<file path="config.mk">
export PLATFORM = sky130hd
export DESIGN_NAME = consumidor_destinos
export DESIGN_NICKNAME = d
export VERILOG_FILES = /design/src/rtl/consumidor_destinos.sv
export SDC_FILE = /design/constraint.sdc
export NUM_CORES = 1
export LEC_CHECK = 0
export CAP_MARGIN = 5
export CORE_UTILIZATION = 35
export CTS_CLUSTER_DIAMETER = 150
export DETAILED_ROUTE_END_ITERATION = 8
export PLACE_DENSITY = 0.65
export SLEW_MARGIN = 0
export SYNTH_ARGS = -nofsm -noshare
export SYNTH_HDL_FRONTEND = slang
export SYNTH_SLANG_ARGS = --single-unit
</file>
<file path="constraint.sdc">
create_clock -name clk -period 10.2 [get_ports clk]
set_input_delay 3.06 -clock clk [delete_from_list [all_inputs] [get_ports clk]]
set_output_delay 3.06 -clock clk [all_outputs]
set_load 0.01 [all_outputs]
</file>
<file path="src/rtl/consumidor_destinos.sv">
// ============================================================================
// Module      : consumidor_destinos
// Description : Round-robin consumer of the D0/D1 destination FIFOs feeding a
//               single valid/ready stream with counters and misroute check.
// Revision    : 1.0 - initial release
// ============================================================================
`default_nettype none

module consumidor_destinos #(
  parameter int DATA_W = 6,
  parameter int CNT_W  = 8
) (
  input  logic              clk,
  input  logic              reset_L,
  input  logic              active_in,
  input  logic              empty_D0,
  input  logic              empty_D1,
  input  logic [DATA_W-1:0] data_out0,
  input  logic [DATA_W-1:0] data_out1,
  input  logic              out_ready,
  input  logic              clr_err,
  output logic              pop_D0,
  output logic              pop_D1,
  output logic              out_valid,
  output logic [DATA_W-1:0] out_data,
  output logic              out_dest,
  output logic [CNT_W-1:0]  cnt_D0,
  output logic [CNT_W-1:0]  cnt_D1,
  output logic              misroute_err,
  output logic              busy
);

  localparam logic [CNT_W-1:0] c_CNT_ONE = {{(CNT_W-1){1'b0}}, 1'b1};
  localparam logic [CNT_W-1:0] c_CNT_MAX = {CNT_W{1'b1}};

  typedef enum logic [1:0] {
    ST_WAIT  = 2'd0,
    ST_RUN   = 2'd1,
    ST_ERROR = 2'd2
  } state_t;

  state_t r_state;
  state_t w_state_nxt;

  logic              r_inflight;
  logic              r_inflight_src;
  logic              r_rr;
  logic [DATA_W:0]   r_mem [2];
  logic              r_wr_ptr;
  logic              r_rd_ptr;
  logic [1:0]        r_count;
  logic [CNT_W-1:0]  r_cnt0;
  logic [CNT_W-1:0]  r_cnt1;
  logic              r_err;

  logic              w_xfer;
  logic [1:0]        w_held;
  logic [1:0]        w_used;
  logic              w_pop_en;
  logic              w_el0;
  logic              w_el1;
  logic              w_pop0;
  logic              w_pop1;
  logic [DATA_W-1:0] w_cap_data;
  logic              w_mis;
  logic              w_err_nxt;

  assign w_xfer   = (r_count != 2'd0) && out_ready;
  // A word leaving this cycle frees its slot for a pop issued this cycle.
  assign w_held   = r_count - {1'b0, w_xfer};
  assign w_used   = w_held + {1'b0, r_inflight};
  assign w_pop_en = (r_state == ST_RUN) && active_in && (w_used < 2'd2);
  assign w_el0    = w_pop_en && !empty_D0;
  assign w_el1    = w_pop_en && !empty_D1;
  assign w_pop0   = w_el0 && (!w_el1 || !r_rr);
  assign w_pop1   = w_el1 && (!w_el0 || r_rr);

  assign w_cap_data = r_inflight_src ? data_out1 : data_out0;
  assign w_mis      = r_inflight && (w_cap_data[DATA_W-2] != r_inflight_src);

  always_comb begin
    w_state_nxt = r_state;
    w_err_nxt   = r_err;
    case (r_state)
      ST_WAIT:  if (w_mis) w_state_nxt = ST_ERROR;
                else if (active_in) w_state_nxt = ST_RUN;
      ST_RUN:   if (w_mis) w_state_nxt = ST_ERROR;
                else if (!active_in) w_state_nxt = ST_WAIT;
      ST_ERROR: if (clr_err) w_state_nxt = ST_WAIT;
      default:  w_state_nxt = ST_WAIT;
    endcase
    if ((r_state == ST_ERROR) && clr_err) w_err_nxt = 1'b0;
    else if (w_mis)                       w_err_nxt = 1'b1;
    else if (clr_err)                     w_err_nxt = 1'b0;
  end

  always_ff @(posedge clk or negedge reset_L) begin
    if (!reset_L) begin
      r_state        <= ST_WAIT;
      r_err          <= 1'b0;
      r_inflight     <= 1'b0;
      r_inflight_src <= 1'b0;
      r_rr           <= 1'b0;
      r_mem[0]       <= '0;
      r_mem[1]       <= '0;
      r_wr_ptr       <= 1'b0;
      r_rd_ptr       <= 1'b0;
      r_count        <= 2'd0;
      r_cnt0         <= '0;
      r_cnt1         <= '0;
    end else begin
      r_state        <= w_state_nxt;
      r_err          <= w_err_nxt;
      r_inflight     <= w_pop0 || w_pop1;
      r_inflight_src <= w_pop1;
      if (w_pop0 || w_pop1) r_rr <= w_pop0;
      if (r_inflight) begin
        r_mem[r_wr_ptr] <= {r_inflight_src, w_cap_data};
        r_wr_ptr        <= !r_wr_ptr;
      end
      if (w_xfer) r_rd_ptr <= !r_rd_ptr;
      r_count <= r_count + {1'b0, r_inflight} - {1'b0, w_xfer};
      if (w_xfer && !out_dest && (r_cnt0 != c_CNT_MAX)) r_cnt0 <= r_cnt0 + c_CNT_ONE;
      if (w_xfer &&  out_dest && (r_cnt1 != c_CNT_MAX)) r_cnt1 <= r_cnt1 + c_CNT_ONE;
    end
  end

  assign pop_D0       = w_pop0;
  assign pop_D1       = w_pop1;
  assign out_valid    = (r_count != 2'd0);
  assign out_data     = r_mem[r_rd_ptr][DATA_W-1:0];
  assign out_dest     = r_mem[r_rd_ptr][DATA_W];
  assign cnt_D0       = r_cnt0;
  assign cnt_D1       = r_cnt1;
  assign misroute_err = r_err;
  assign busy         = (r_state == ST_RUN) || r_inflight || (r_count != 2'd0);

endmodule

`default_nettype wire

</file>
# Yosys cells after proc, flatten, opt, wreduce, memory -nomap -nowiden
# Index checks and enable logic that the tools add are counted.
[op_classes] magnitude_cmp=4 n_addsub=6 n_mux=16 n_reduce_logical=31 bitwise_logic=2 eq_ne=8
[ops] op="$mux 7" count=4
[ops] op="$add 8x1->8 const B" count=2
[ops] op="$ne 8x8->1 const B" count=2
[ops] op="$bwmux 14" count=1
[ops] op="$logic_and 1x1->1" count=14
[ops] op="$mux 2" count=5
[ops] op="$logic_not 1->1" count=8
[ops] op="$demux 7 s1" count=1
[ops] op="$mux 6" count=1
[ops] op="$ne 3x3->1 const B" count=2
[ops] op="$pmux 2 s3" count=1
[ops] op="$logic_or 1x1->1" count=5
[ops] op="$add 2x1->2" count=2
[ops] op="$ge 2x2->1 const B" count=2
[ops] op="$not 1->2" count=2
[ops] op="$sub 2x1->2" count=2
[ops] op="$mux 1" count=3
[ops] op="$reduce_and 3->1" count=1
[ops] op="$reduce_bool 3->1" count=1
[ops] op="$eq 2x1->1 const B" count=1
[ops] op="$eq 2x2->1 const B" count=1
[ops] op="$logic_not 2->1" count=1
[ops] op="$lt 2x1->1 const B" count=1
[ops] op="$lt 2x2->1 const B" count=1
[ops] op="other kinds (3)" count=3
[totals] regBits=40 out_inout_bits=28 inputBits=19

# Depth between registers and ports, before layout
[depth] depth_word=11 depth_mapped=9 depth_no_buf=9

# Worst setup path before layout
# Ideal clock, no wire load.
[synth_timing] kind="input to output" start="input out_ready" end="output pop_D1" path_slack_ns=2.553 t_required_ns=7.140 arrival_time_ns=4.587 path_buffers=0 cell_stages=8 path_cell_list="o21ai_2 inv_1 ha_1 inv_1 ha_1 xor3_1 or2_1 nor3_1"
[synth_via] elab_chain_cells=9 elab_cells_between_ends=10 classes_between="add/sub (2); order compare (1); reduce/logical (7)"
[synth_lines] item="start: declaration" line_no="20" rtl="input logic out_ready,"
[synth_lines] item="$logic_and 1x1->1 (*)" line_no="68" rtl="assign w_xfer = (r_count != 2'd0) && out_ready;"
[synth_lines] item="net w_xfer" line_no="56" rtl="logic w_xfer;"
[synth_lines] item="$sub 2x1->2 (*)" line_no="70" rtl="assign w_held = r_count - {1'b0, w_xfer};"
[synth_lines] item="$add 2x1->2 (*)" line_no="71" rtl="assign w_used = w_held + {1'b0, r_inflight};"
[synth_lines] item="net w_used[1]" line_no="58" rtl="logic [1:0] w_used;"
[synth_lines] item="$lt 2x2->1 (*)" line_no="72" rtl="assign w_pop_en = (r_state == ST_RUN) && active_in && (w_used < 2'd2);"
[synth_lines] item="$logic_and 1x1->1 (*)" line_no="72"
[synth_lines] item="$logic_and 1x1->1" line_no="73" rtl="assign w_el0 = w_pop_en && !empty_D0;"
[synth_lines] item="$logic_not 1->1" line_no="76" rtl="assign w_pop1 = w_el1 && (!w_el0 || r_rr);"
[synth_lines] item="$logic_or 1x1->1" line_no="76"
[synth_lines] item="$logic_and 1x1->1 (*)" line_no="76"
[synth_lines] item="end: declaration" line_no="23" rtl="output logic pop_D1,"
# Mark *: on every way through the listed nets, which the timed path passes. The rest lies on a longest branch.

# Final worst setup path
# Ends and elaborated chain as after synthesis.

==> metrics.md <==
| Metric | Value |
|---|---|
| # setup viols final | `0` |
| Die height | `76.3 um` |
| Sequential cell area | `1000 um^2` |
| Post-CTS Setup Inserts | `0` |
| Starting Density | `0.371` |
| Vias in the first global route | `around 1,300` |
| Tightest Pin Transition | `0.863 ns` |
| Clock sink count | `40` |
| Buffer and inverter count on the worst path | `4` |
| Area of the die | `5820 um^2` |
| CP Cell Sequence | `clkdlybuf4s50_1, o21ai_2, inv_1, ha_1, inv_1, ha_1, xor3_1, or2_1, nor3_1, clkdlybuf4s50_1` |
| Final WL | `3560 um` |
| Cts hold-fix bufs | `0` |
| HPWL Detailed | `2570 um` |
| Final TNS setup | `0 ns` |
| Cells after synthesis | `173` |
| Worst Setup Start Kind | `input port` |
| Mapped Area | `1930 um^2` |
| IO Pins | `47` |
| Area leader, netlist | `dfrtp_1` |
| First-pass GRT wire length | `5910 um` |
| Crit path max-delay family | `buffers and inverters` |
| RSZ-0062 raised after global routing | `no` |
| Initial antenna violation count | `0` |
| Seq/Total Area, Yosys | `0.518` |
| Grt ovf | `0` |
| Final Non-Filler Cells | `292` |
| Cell row count | `26` |
| Cts bufs inserted | `5` |
| Final slew viol count | `0` |
| GRT Util Overall | `0.131` |
| H-tree levels | `2` |
| Required @ worst endpoint | `7.14 ns` |
| Layout fillers | `about 490` |
| Hold path startpoint | `r_wr_ptr$_DFFE_PN0P_` |
| CP arrival | `5.58 ns` |
| Layout cells sized above 1 | `0.131` |
| Core Box Area | `~5200 um^2` |
| Antenna Violating Nets Remaining | `0` |
| Minimum clock period | `8.64 ns` |
| Clk_skew | `0.00599 ns` |
| Slowest cell on the critical path | `clkdlybuf4s50_1` |
| Avg Synthesized Cell Area | `between 10 and 15 um^2` |
| CTS tree | `yes` |
| Nets | `245` |
| Worst slew margin | `0.425` |
| EDFF count, synth | `0` |
| Via/cell ratio | `4.74` |
| Power density over cell area | `244 nW/um^2` |
| Root buffer cell | `clkbuf_8` |
| Yosys reg bits | `40` |
| Wire per inst | `12.2 um` |
| Critical path endpoint category | `primary output` |
| Worst path max stage delay | `0.57 ns` |
| R2r setup slk | `between 7 and 8 ns` |
| Die width | `76.3 um` |
| Critical R2R Launch | `r_count[1]$_DFF_PN0_` |
| Multi-input gate area | `877 um^2` |
| Hold/Removal Path Class | `register to register` |
| Pleak | `1.05 nW` |
| Status | `finished, final reports clean` |
| Worst Setup SP | `out_ready` |
| Worst-Skew Late Latency | `0.29 ns` |
| Number of cells after detailed placement | `about 290` |
| CTS resizes | `0` |
| DRC | `0` |
| Iter 0 DRT Violations | `37` |
| Clock Pin Slew Worst Setup and Hold Paths | `about 0.070 ns` |
| Synth cell count leaders | `dfrtp_1, nand2_1, mux2_2, nor2_1, a21oi_1` |
| Via count | `1,385` |
| Port bufs | `46` |
| Cell with the most instances after synthesis | `dfrtp_1` |
| Maximum clock path buffer count | `2` |
| Routability cong. | `0.759` |
| Fin. Hold Viols | `0` |
| Top FF cell, synth | `dfrtp_1` |
| Area Overhead vs Synth | `31.1%` |
| Max VDD drop | `94.0 uV` |
| Synth top area share | `0.518` |
| Period utilization | `0.847` |
| Net count after synthesis | `between 150 and 200` |
| CP Max Fanout | `7` |
| Count of cell types in the netlist | `44` |
| Yosys warns | `0` |
| Largest net degree at the start of global routing | `41` |
| WS Path Type | `input port to primary output` |
| FMAX | `about 0.12 GHz` |
| Antenna cells | `0` |
| Synth top area cells | `dfrtp_1, mux2_2, mux2i_1` |
| Fraction of registers with async set/reset | `1.00` |
| Max Cap Viol | `0` |
| Router iterations before antenna repair | `4` |
-- final timing paths --
kind                                          to  depth (start not counted)
min                         r_wr_ptr$_DFFE_PN0P_                          1
max in group asynchronous  cnt_D0[3]$_DFFE_PN0P_                          1
min in group asynchronous  r_mem[10]$_DFFE_PN0P_                          1
max                                       pop_D1                         10
min reg2reg                 r_wr_ptr$_DFFE_PN0P_                          1
max reg2reg                     r_rr$_DFFE_PN0P_                          9
-- worst reg2reg max path: stages, from the launching register on --
cell	delay (ns)
dfrtp_1	0.40
o21ai_2	0.38
inv_1	0.12
ha_1	0.28
inv_1	0.05
ha_1	0.14
xor3_1	0.23
or2_1	0.29
o21ai_0	0.16
o31ai_1	0.09
-- through the flow --
| step | hold slack (ns) | worst slack [ns] | instance area, um^2 | util | total power [mW] |
|---|---|---|---|---|---|
| after floorplan | 0.446 | 2.55 | 1930 | - | 0.414 |
| after global placement | 0.459 | 1.55 | 2450 | 0.471 | 0.522 |
| after detailed placement | 0.462 | 1.55 | 2450 | 0.471 | 0.526 |
| after CTS | 0.476 | 1.54 | 2530 | 0.487 | 0.628 |
| after global routing | 0.499 | 1.36 | 2530 | 0.487 | 0.662 |
| final | 0.473 | 1.56 | 2530 | 0.487 | 0.618 |
-- state kept, by name, indices dropped and copies added, names as in the netlist --
name            cells
r_state             2
r_count             2
r_rd_ptr            1
r_wr_ptr            1
r_inflight          1
cnt_D0              8
misroute_err        1
r_mem              14
r_rr                1
r_inflight_src      1
cnt_D1              8
-- layout by cell type (no fill, tap or decap), types with 2 or more instances in the layout --
| cell | count |
|---|---|
| nand3b_1 | 2 |
| a41oi_1 | 2 |
| mux2i_1 | 6 |
| inv_1 | 7 |
| nand2_1 | 15 |
| nor3_1 | 5 |
| nand4_1 | 6 |
| ha_1 | 4 |
| o211ai_1 | 2 |
| a21oi_1 | 10 |
| xor2_1 | 3 |
| dfrtp_1 | 40 |
| nand2b_1 | 3 |
| nor2_1 | 12 |
| clkbuf_8 | 5 |
| o31ai_1 | 2 |
| and3_1 | 2 |
| a31oi_1 | 2 |
| nand3_1 | 3 |
| mux2_2 | 12 |
| clkdlybuf4s50_1 | 45 |
| xnor2_1 | 4 |
| o21ai_0 | 7 |
-- final cells by class --
class | instances | area share
Clock inverter | 2 | 0.00494
Clock buffer | 5 | 0.0271
Inverter | 8 | 0.0128
Tap cell | 70 | 0.0346
Sequential cell | 40 | 0.395
Multi-Input combinational cell | 121 | 0.346
Timing Repair Buffer | 46 | 0.180
-- logic make-up after synthesis --
kind of cell | after synthesis | share of synthesized area
buffers and inverters | 12 | 0.0285
AO/OA/AOI/OAI | 32 | 0.104
flip-flops | 40 | 0.518
adder cells (fa/ha/maj) | 4 | 0.0259
multiplexers | 21 | 0.126
AND/OR/NAND/NOR | 56 | 0.153
XOR/XNOR | 8 | 0.0440
-- power by group --
group	internal [mW]	total, mW	switching (mW)
Clock	0.0462	0.0982	0.0520
Combinational	0.150	0.257	0.107
Sequential	0.213	0.263	0.0495
Total	0.409	0.618	0.208
-- layer usage --
metal | global-route usage | up-vias | part of all wire
li1 | - | 711 | -
met1 | 0.164 | 633 | 0.49
met2 | 0.204 | 33 | 0.43
met3 | 0.0407 | 8 | 0.055
met4 | 0.0654 | 0 | 0.024
met5 | 0 | - | 0
(Power assumes the default switching activity.)
